**src/rtl/fetch_ctrl.sv**
```systemverilog
// rtl/fetch_ctrl.sv - instruction-fetch controller between PC register, instruction memory and IF/ID
//
// Purpose: reads the current PC, issues a req/ack read to instruction memory,
// writes the next PC back and presents the fetched word to the IF/ID boundary.
// Handles decode stalls and redirects, including redirects that land while a
// read is still outstanding (the read is completed and its data dropped).
//
// Ports:
//   i_clk, i_rst      clock, asynchronous active-high reset
//   i_clk_en          global enable; all state frozen when low
//   i_pc              current PC register value
//   o_pc_next         PC register data input
//   o_pc_wr_en        PC register write enable (combinational)
//   o_imem_req        memory read request (held until ack)
//   o_imem_addr       registered request address
//   i_imem_ack        one-cycle acknowledge, i_imem_rdata valid alongside
//   i_imem_rdata      instruction word
//   i_stall           IF/ID consumer not ready
//   i_redirect        one-cycle branch/jump redirect
//   i_redirect_pc     redirect target
//   o_if_valid        presented instruction not yet consumed
//   o_if_pc           PC of presented instruction
//   o_if_instr        presented instruction
module fetch_ctrl #(
  parameter int                  P_ADDR_W = 32,
  parameter int                  P_DATA_W = 32,
  parameter logic [P_DATA_W-1:0] P_NOP    = 32'h00000013
) (
  input  logic                i_clk,
  input  logic                i_rst,
  input  logic                i_clk_en,
  input  logic [P_ADDR_W-1:0] i_pc,
  output logic [P_ADDR_W-1:0] o_pc_next,
  output logic                o_pc_wr_en,
  output logic                o_imem_req,
  output logic [P_ADDR_W-1:0] o_imem_addr,
  input  logic                i_imem_ack,
  input  logic [P_DATA_W-1:0] i_imem_rdata,
  input  logic                i_stall,
  input  logic                i_redirect,
  input  logic [P_ADDR_W-1:0] i_redirect_pc,
  output logic                o_if_valid,
  output logic [P_ADDR_W-1:0] o_if_pc,
  output logic [P_DATA_W-1:0] o_if_instr
);

  typedef enum logic [1:0] {
    S_IDLE,
    S_ISSUE,
    S_REQ,
    S_DROP
  } state_t;

  state_t state;

  logic                redirect_act;
  logic                seq_wr;
  logic [P_ADDR_W-1:0] pc_inc;

  // o_imem_addr doubles as the captured fetch address; it is held while a
  // request is outstanding, so the sequential next PC derives from it.
  assign pc_inc       = o_imem_addr + P_ADDR_W'(4);
  assign redirect_act = i_clk_en & i_redirect & (state != S_IDLE);
  // An ack accepted in REQ with no redirect is the only sequential PC update;
  // acks in DROP belong to an abandoned fetch.
  assign seq_wr       = i_clk_en & i_imem_ack & (state == S_REQ) & ~i_redirect;

  assign o_pc_wr_en = redirect_act | seq_wr;
  assign o_pc_next  = redirect_act ? i_redirect_pc :
                      seq_wr       ? pc_inc        : '0;

  always_ff @(posedge i_clk or posedge i_rst) begin
    if (i_rst) begin
      state       <= S_IDLE;
      o_imem_req  <= 1'b0;
      o_imem_addr <= '0;
      o_if_valid  <= 1'b0;
      o_if_pc     <= '0;
      o_if_instr  <= P_NOP;
    end else if (i_clk_en) begin
      // Output slot: flush beats load beats consume.
      if (redirect_act) begin
        o_if_valid <= 1'b0;
      end else if (seq_wr) begin
        o_if_valid <= 1'b1;
        o_if_pc    <= o_imem_addr;
        o_if_instr <= i_imem_rdata;
      end else if (!i_stall) begin
        o_if_valid <= 1'b0;
      end

      case (state)
        S_IDLE: state <= S_ISSUE;
        S_ISSUE: begin
          o_imem_addr <= i_pc;
          // A redirect here leaves i_pc stale this cycle; recapture next cycle.
          if (!i_redirect && !(o_if_valid && i_stall)) begin
            state      <= S_REQ;
            o_imem_req <= 1'b1;
          end
        end
        S_REQ: begin
          if (i_imem_ack) begin
            state      <= S_ISSUE;
            o_imem_req <= 1'b0;
          end else if (i_redirect) begin
            state <= S_DROP;
          end
        end
        S_DROP: begin
          // Requests cannot be aborted: wait out the ack and discard it.
          if (i_imem_ack) begin
            state      <= S_ISSUE;
            o_imem_req <= 1'b0;
          end
        end
        default: state <= S_IDLE;
      endcase
    end
  end

endmodule

```
**config.mk**
```make
export PLATFORM = sky130hd
export DESIGN_NAME = fetch_ctrl
export DESIGN_NICKNAME = d
export VERILOG_FILES = /design/src/rtl/fetch_ctrl.sv
export SDC_FILE = /design/constraint.sdc
export NUM_CORES = 1
export LEC_CHECK = 0
export BUFFER_PORTS_ARGS = -buffer_cell sky130_fd_sc_hd__buf_2
export CAP_MARGIN = 15
export CORE_ASPECT_RATIO = 0.5
export CORE_MARGIN = 3
export CORE_UTILIZATION = 40
export DETAILED_ROUTE_END_ITERATION = 7
export PLACE_DENSITY_LB_ADDON = 0.05
export SLEW_MARGIN = 15
export SYNTH_ARGS = -nofsm -noshare
export SYNTH_HDL_FRONTEND = slang
export SYNTH_SLANG_ARGS = --single-unit
export TNS_END_PERCENT = 30
```
**constraint.sdc**
```tcl
create_clock -name i_clk -period 6 [get_ports i_clk]
set_input_delay 1.2 -clock i_clk [delete_from_list [all_inputs] [get_ports i_clk]]
set_output_delay 1.2 -clock i_clk [all_outputs]
set_load 0.05 [all_outputs]
```
==> flow_metrics.py, run 1 <==
metrics = {
    "clocking": {
        "htree_levels": 3,
        "clk_pin_slew_ns": 0.08,
        "insertion_delay_ns": 0.35,
        "cts_setup_buffers": 0,
        "clock_path_buffers": 2,
        "cts.sinks": 100,
        "postCtsResizedCells": 0,
        "cts_tree": "built",
        "cts-root-buf": "clkbuf_16",
        "numCtsBuffers": 9,
        "hold_buffers": 0,
    },
    "floorplanning": {
        "dieArea_sq_um": 13400,
        "fp.coreArea_sq_um": 11400,
        "start_util_pct": 42.2,
        "ios": 233,
        "die_y_um": 83.4,
        "num_rows": 27,
        "fp.dieW_um": 161,
    },
    "synth": {
        "seq_area_frac_synth_pct": 52.3,
        "synth.avg_cell_area_sq_um": 9.06,
        "yosys.area.top_type": "dfrtp_1",
        "yosys_register_bits": 100,
        "yosysTopAreaCellShare_pct": 50.6,
        "synth_cell_types": 39,
        "yosysWarnings": 0,
        "syn_nets": 636,
        "synth_edf_count": 0,
        "yosys-top-cells-area": "dfrtp_1, nand2_1, mux2_2",
        "synth_cells": 529,
        "ys.flop_type": "dfrtp_1",
        "syn_area_sq_um": 4790,
        "async_reset_ff_share_pct": 100,
    },
    "sta": {
        "maxSlewHeadroom_pct": 43.9,
        "rsz0062_at_grt": "no",
        "fin_skew_ns": 0.0100,
        "worstMarginPinSlew_ns": 0.842,
        "fin_tns_setup_ns": 0,
        "max_clock_freq_mhz": 235,
        "hold_viol_final": 0,
        "setup_violations": 0,
        "finalCritPeriodShare_pct": 71.0,
        "min_period_ns": 4.26,
        "slew_violations": 0,
    },
    "global_route": {
        "grt_overflow": 0,
        "grt_pass1_wl_mm": 22.8,
        "grt_pass1_vias": 4343,
        "grt_use_total_pct": 21.0,
        "grt_max_degree": 57,
        "antenna_found_initial": 3,
    },
    "power": {
        "seq_power_share_pct": 32.4,
        "combPwrFrac_pct": 52.8,
        "total_power_w": 0.00387,
        "p_int_w": 0.00177,
        "p_switching_w": 0.00210,
        "p_per_area_nw_per_um2": 607,
        "irDropWorstVdd_uv": 303,
        "switching_share_pct": 54.3,
        "power_leakage_nw": 3.47,
        "pwr-share-clk_pct": 14.8,
    },
    "finish": {
        "nets": 856,
        "area_growth_pct": 32.9,
        "drive_above_1_share_pct": 39.7,
    },
    "place": {
        "hpwl_mm": 10.0,
        "routabilityCongestion": 0.781,
        "portBuffers": 232,
    },
    "critical_path": {
        "critPathCaptureType": "output port",
        "start_kind": "input pin",
        "crit_arrival_ns": 3.06,
        "r2r_end": "o_if_instr[29]",
        "crit_type": "input pin to output port",
        "reg2reg_depth": 7,
        "r2r_slack_ns": 3.54,
        "timing.rr.start": "state[0]",
        "cp_max_fo": 33,
        "critPathRequiredTime_ns": 4.80,
    },
    "min_path": {
        "worstHoldStart": "o_if_instr[0]",
        "min_path_cells": 2,
        "hp-class": "flip-flop to flip-flop",
        "min_to": "o_if_instr[0]",
    },
    "detailed_routing": {
        "drc": 0,
        "drt_wl_total_mm": 13.9,
        "drt_iter0_drc": 201,
        "first_pass_iters": 4,
        "ant_nets": 0,
        "vias": 4358,
        "routedWlPerCell_um": 15.2,
        "vias_per_cell": 4.77,
    },
    "run_status": {
        "outcome": "completed",
    },
    "job": {
        "max-cap-violations": 0,
    },
}
## cells in the final DEF (no fill, tap or decap), types with 2 or more instances in the layout
cell type / count
nand3_1: 9
nor3_1: 9
xor2_1: 8
nor2_1: 5
buf_4: 6
nor4_1: 4
o21ai_0: 29
nor2b_1: 2
buf_2: 232
xnor2_1: 19
nand4_1: 7
and4_1: 2
nand2_1: 233
nand3_4: 2
dfstp_2: 3
mux2_2: 32
ha_1: 5
a22o_1: 4
and3_1: 4
clkbuf_16: 9
dfrtp_1: 97
inv_1: 6
o21ai_1: 5
inv_6: 3
## cells in the mapped netlist (5+ instances only)
library cell and count:
o21ai_0 29, dfrtp_1 97, nor3_1 9, clkbuf_1 17, inv_1 7, and3_1 5
nand3_1 10, mux2_2 32, nand4_1 7, ha_1 5, xnor2_1 19, o21ai_1 5
buf_1 5, xor2_1 8, nor2_1 5, nand2_1 233
## final cells by class
class | count | area, sq um
fill | 1103 | 4980
sequential | 100 | 2510
multi-input combinational | 393 | 2140
timing repair buffer | 238 | 1210
clock buffer | 9 | 225
tap | 159 | 199
clock inverter | 7 | 67.6
inverter | 7 | 28.8
antenna | 1 | 2.50
## per-stage QoR
stage               setup WS (ns)  util, %  cells  hold WS, ns  instance area [sq um]
finish                       1.74     56.1    914        0.456                   6370
global route                 1.59     56.1    914        0.474                   6370
CTS                          1.73     56.1    913        0.460                   6370
detailed placement           1.74     53.5    897        0.450                   6080
global placement             1.75     53.5    897        0.444                   6080
floorplan                    1.99        -    529        0.499                   4790
## layer usage
metal	up-vias	part of all wire [%]	GRT usage (%)
met5	-	0.10	0
met4	4	1.1	3.98
met3	17	8.2	7.22
met2	158	46	34.2
met1	2016	44	27.5
li1	2163	-	-
## registers in the layout, indices dropped and copies added, names as in the netlist
signal	cells
o_imem_req	1
state	2
o_imem_addr	32
o_if_valid	1
o_if_instr	32
o_if_pc	32
## power by group through the flow
stage	logic, W	clock network, W	registers (W)
after floorplan	0.000608	0	0.00219
after global placement	0.00205	0	0.00126
after detailed placement	0.00206	0	0.00127
after CTS	0.00206	0.000587	0.00126
after global routing	0.00216	0.000620	0.00131
final	0.00204	0.000571	0.00125
## logic make-up (layout without fill, tap and decap cells)
kind of cell	Yosys count	in the layout	synth area share, %
AND/OR/NAND/NOR	287	287	25.6
flip-flops	100	100	52.3
AO/OA/AOI/OAI	42	42	4.93
buffers and inverters	36	261	3.42
multiplexers	32	32	7.52
XOR/XNOR	27	27	4.93
adder cells (fa/ha/maj)	5	5	1.31
other	0	1	0
## worst max-delay path by stage
stage / to / slack, ns / from
final: o_pc_next[16] / 1.74 / i_redirect
after CTS: o_pc_next[16] / 1.73 / i_redirect
after floorplan: o_pc_next[29] / 1.99 / i_redirect
after detailed placement: o_pc_next[16] / 1.74 / i_redirect
after global placement: o_pc_next[16] / 1.75 / i_redirect
after global routing: o_pc_next[16] / 1.59 / i_redirect
## critical path, stage by stage
cell and delay [ns]:
buf_2 0.11, nor2b_1 0.25, nand3_4 0.37, buf_4 0.38, or3_1 0.38, nand3_1 0.09
buf_2 0.26
(Power assumes the default switching activity.)
==> run 2, diff against run 1 <==
- clock period: 6 -> 3.9 ns (I/O delays scaled with it)
==> flow_metrics.py, run 2 (synthesized netlist as in run 1, its figures left out) <==
metrics = {
    "detailed_routing": {
        "first_pass_iters": 4,
        "drt_wl_total_mm": 13.9,
        "routedWlPerCell_um": 15.1,
        "vias": 4379,
        "drt_iter0_drc": 182,
        "drc": 0,
        "ant_nets": 0,
        "vias_per_cell": 4.78,
    },
    "floorplanning": {
        "num_rows": 27,
        "start_util_pct": 42.2,
        "ios": 233,
        "fp.dieW_um": 161,
        "fp.coreArea_sq_um": 11400,
        "dieArea_sq_um": 13400,
        "die_y_um": 83.4,
    },
    "power": {
        "irDropWorstVdd_uv": 478,
        "total_power_w": 0.00595,
        "power_leakage_nw": 3.48,
        "p_per_area_nw_per_um2": 928,
    },
    "place": {
        "hpwl_mm": 10.3,
        "routabilityCongestion": 0.793,
        "portBuffers": 232,
        "post_dp_cell_area_sq_um": 6120,
    },
    "finish": {
        "final_cell_mix": "nand2_1, buf_2, dfrtp_1, mux2_2, o21ai_0",
        "nets": 859,
        "area_growth_pct": 33.7,
        "top_regs": "o_if_instr (32), o_if_pc (32), o_imem_addr (32)",
        "fin_area_sq_um": 6410,
        "drive_above_1_share_pct": 39.9,
        "final_common_cell": "nand2_1",
    },
    "clocking": {
        "hold_buffers": 0,
        "postCtsResizedCells": 0,
        "cts_setup_buffers": 0,
        "htree_levels": 3,
        "numCtsBuffers": 9,
        "clk_pin_slew_ns": 0.07,
        "cts_tree": "built",
        "insertion_delay_ns": 0.35,
        "clock_path_buffers": 2,
        "cts-root-buf": "clkbuf_16",
        "cts.sinks": 100,
    },
    "sta": {
        "setup_violations": 0,
        "rsz0062_at_grt": "no",
        "maxSlewHeadroom_pct": 49.0,
        "fin_skew_ns": 0.00843,
        "slew_violations": 0,
        "hold_viol_final": 0,
        "fin_tns_setup_ns": 0,
        "max_clock_freq_mhz": 303,
        "min_period_ns": 3.30,
        "finalCritPeriodShare_pct": 84.5,
        "worstMarginPinSlew_ns": 0.763,
    },
    "global_route": {
        "grt_pass1_vias": 4307,
        "grt_overflow": 0,
        "grt_max_degree": 53,
        "grt_use_total_pct": 21.1,
        "grt_pass1_wl_mm": 22.7,
        "antenna_found_initial": 3,
    },
    "critical_path": {
        "cp_max_fo": 33,
        "cp.depth": 7,
        "crit_type": "flip-flop to output port",
        "critPathCaptureType": "output port",
        "start_kind": "flip-flop",
        "critPathRequiredTime_ns": 3.12,
        "path_cells": "inv_1 -> ha_1 -> nor2b_1 -> nand3_4 -> or3_1 -> nand3_1 -> buf_2",
        "reg2reg_depth": 7,
        "crit_arrival_ns": 2.52,
        "cp_slowest_cell": "or3_1",
        "cp_top_family": "simple AND/OR/NAND/NOR gates",
        "r2r_slack_ns": 1.64,
        "max_stage_delay_ns": 0.46,
        "path_buf_inv": 2,
    },
    "job": {
        "max-cap-violations": 0,
    },
    "run_status": {
        "outcome": "completed",
    },
    "min_path": {
        "hp-class": "flip-flop to flip-flop",
        "min_path_cells": 2,
    },
}
-- run 2: changes by cell type in the layout (fill, tap and decap cells not counted) --
cell / previous run / this run
clkinv_4: 1 / 0
clkinvlp_4: 0 / 2
buf_12: 0 / 2
clkinv_8: 1 / 0
buf_4: 6 / 7
-- run 2: layout make-up --
cell class	count	area, sq um
Timing Repair Buffer	241	1250
Sequential cell	100	2510
Inverter	7	28.8
Tap cell	159	199
Fill cell	1100	4940
Clock buffer	9	225
Multi-Input combinational cell	393	2140
Clock inverter	7	57.6
Antenna cell	1	2.50
-- run 2: path summary, 6_finish.rpt --
check	start	to
worst max-delay path	state[0]	o_pc_next[16]
worst min register to register	o_if_instr[0]	o_if_instr[0]
min in group asynchronous	i_rst	o_if_instr[21]
worst max register to register	state[0]	o_if_instr[26]
max in group asynchronous	i_rst	o_if_pc[18]
worst min-delay path	o_if_instr[0]	o_if_instr[0]
-- run 2: worst register-to-register path, delay by kind of cell, from the launching register on --
| family | cells | cell delay (ns) |
|---|---|---|
| flip-flops | 1 | 0.42 |
| buffers and inverters | 2 | 0.50 |
| adder cells (fa/ha/maj) | 1 | 0.19 |
| AND/OR/NAND/NOR | 4 | 1.10 |
-- run 2: power by group --
| group | internal [W] | switching (W) |
|---|---|---|
| logic | 0.000801 | 0.00235 |
| clock network | 0.000443 | 0.000420 |
| registers | 0.00148 | 0.000456 |
-- run 2: layer usage --
| metal | GRT usage [%] | wire [um] | vias to the layer above |
|---|---|---|---|
| li1 | - | - | 2163 |
| met1 | 26.7 | 5870 | 2049 |
| met2 | 34.7 | 6630 | 149 |
| met3 | 8.27 | 1230 | 14 |
| met4 | 4.06 | 126 | 4 |
| met5 | 0 | 14 | - |
-- run 2: through the flow --
step / std cells / setup WS [ns] / utilization, % / hold WS [ns]
floorplan: 529 / 0.313 / - / 0.499
global placement: 900 / 0.845 / 54.0 / 0.443
detailed placement: 900 / 0.804 / 54.0 / 0.452
CTS: 916 / 0.584 / 56.4 / 0.461
global route: 917 / 0.374 / 56.5 / 0.477
finish: 917 / 0.605 / 56.5 / 0.458
==> run 3, diff against run 2 <==
- clock period: 3.9 -> 2.7 ns (I/O delays scaled with it)
==> flow_metrics.py, run 3 (synthesized netlist as in run 1, its figures left out) <==
metrics = {
    "finish": {
        "drive_above_1_share_pct": 45.5,
        "instances_no_fill": 940,
        "antenna_cells": 0,
        "multi_input_area_sq_um": 2290,
        "top_regs": "o_if_instr (32), o_if_pc (32), o_imem_addr (32)",
        "nFillCells": 1056,
        "seqCellArea_sq_um": 2510,
        "area_growth_pct": 42.4,
        "nets": 883,
        "final_common_cell": "nand2_1",
        "final_cell_mix": "nand2_1, buf_2, dfrtp_1, buf_4, mux2_2",
    },
    "sta": {
        "setup_ws_ns": 0.104,
        "rsz0062_at_grt": "yes",
        "worstMarginPinSlew_ns": 0.802,
        "max_clock_freq_mhz": 385,
        "hold_viol_final": 0,
        "min_period_ns": 2.60,
        "fin_skew_ns": 0.0114,
        "fin_tns_setup_ns": 0,
        "finalCritPeriodShare_pct": 96.1,
        "slew_violations": 0,
        "maxSlewHeadroom_pct": 46.5,
        "setup_violations": 0,
    },
    "power": {
        "p_per_area_nw_per_um2": 1330,
        "power_leakage_nw": 3.66,
        "irDropWorstVdd_uv": 575,
        "total_power_w": 0.00906,
    },
    "clocking": {
        "cts_tree": "built",
        "clk_pin_slew_ns": 0.08,
        "insertion_delay_ns": 0.34,
        "htree_levels": 3,
        "cts-root-buf": "clkbuf_16",
        "cts.sinks": 100,
        "numCtsBuffers": 9,
        "clock_path_buffers": 2,
        "hold_buffers": 0,
    },
    "floorplanning": {
        "ios": 233,
        "start_util_pct": 42.2,
        "num_rows": 27,
        "fp.dieW_um": 161,
        "fp.coreArea_sq_um": 11400,
        "die_y_um": 83.4,
        "dieArea_sq_um": 13400,
    },
    "critical_path": {
        "timing.rr.start": "state[0]",
        "crit_arrival_ns": 2.06,
        "cp_max_fo": 7,
        "r2r_slack_ns": 0.91,
        "cp-startpoint": "o_imem_addr[3]",
        "start_kind": "flip-flop",
        "cp-endpoint": "o_pc_next[18]",
        "reg2reg_depth": 7,
        "critPathCaptureType": "output port",
        "crit_type": "flip-flop to output port",
        "r2r_end": "o_if_pc[3]",
        "critPathRequiredTime_ns": 2.16,
    },
    "run_status": {
        "outcome": "completed",
    },
    "place": {
        "portBuffers": 232,
        "dp_slack_ns": 0.226,
        "routabilityCongestion": 0.838,
        "placed_cells": 918,
        "hpwl_mm": 10.9,
    },
    "detailed_routing": {
        "routedWlPerCell_um": 15.6,
        "first_pass_iters": 4,
        "ant_nets": 0,
        "drt_wl_total_mm": 14.6,
        "drc": 0,
        "vias": 4504,
        "vias_per_cell": 4.79,
        "drt_iter0_drc": 166,
    },
    "job": {
        "max-cap-violations": 0,
    },
    "global_route": {
        "antenna_found_initial": 0,
        "grt_pass1_wl_mm": 23.6,
        "grt_pass1_vias": 4564,
        "grt_use_total_pct": 21.8,
        "grt_overflow": 0,
        "grt_max_degree": 63,
    },
    "min_path": {
        "hp-class": "input pin to asynchronous set/reset pin",
    },
}
==> run 3: metal layers <==
layer	up-vias	part of all wire [%]	GRT usage (%)	wire [um]
met2	153	45	34.9	6620
met5	-	0	0	0
met4	0	1.2	4.45	170
li1	2218	-	-	-
met3	12	7.8	7.47	1140
met1	2121	46	29.0	6710
==> run 3: what timing repair did <==
| action | CTS | global route |
|---|---|---|
| setup endpoints to repair | 32 | 28 |
| pin swaps | 3 | 6 |
| resized for setup | 13 | 43 |
| gates cloned | 0 | 1 |
| buffers inserted | 3 | 2 |
==> run 3: metrics by stage <==
step                      util, %  hold slack, ns  area (sq um)
after CTS                    58.8           0.347          6680
after detailed placement     55.4           0.450          6290
after global routing         60.1           0.367          6820
after floorplan                 -           0.499          4830
final                        60.1           0.333          6820
after global placement       55.4           0.446          6290
==> run 3: worst max-delay path, stage by stage, from the launching register on <==
cell      delay (ns)
dfrtp_1         0.39
ha_1            0.20
and3_4          0.22
nand4_4         0.20
nor2_1          0.19
xnor2_1         0.14
o21ai_2         0.14
clkbuf_4        0.24
==> run 3: worst min path at each step <==
stage	start	to	slack, ns	depth (start not counted)
final	i_rst	o_imem_addr[0]	0.33	3
after CTS	i_rst	o_imem_addr[0]	0.35	3
after global routing	i_rst	o_imem_addr[0]	0.37	3
after floorplan	state[1]	state[1]	0.50	2
after detailed placement	o_if_instr[0]	o_if_instr[0]	0.45	2
after global placement	o_if_instr[1]	o_if_instr[1]	0.45	2
==> run 3: report_power, final <==
part,switching [W],internal (W),leakage [nW]
logic,0.00367,0.00136,2.25
registers,0.000528,0.00215,1.26
clock network,0.000615,0.000746,0.155
==> run 3: final cells by class <==
| class | instances | area share (%) |
|---|---|---|
| sequential | 100 | 36.8 |
| clock buffer | 9 | 3.30 |
| clock inverter | 7 | 1.28 |
| timing repair buffer | 264 | 21.7 |
| tap | 159 | 2.92 |
| inverter | 7 | 0.440 |
| multi-input combinational | 394 | 33.5 |
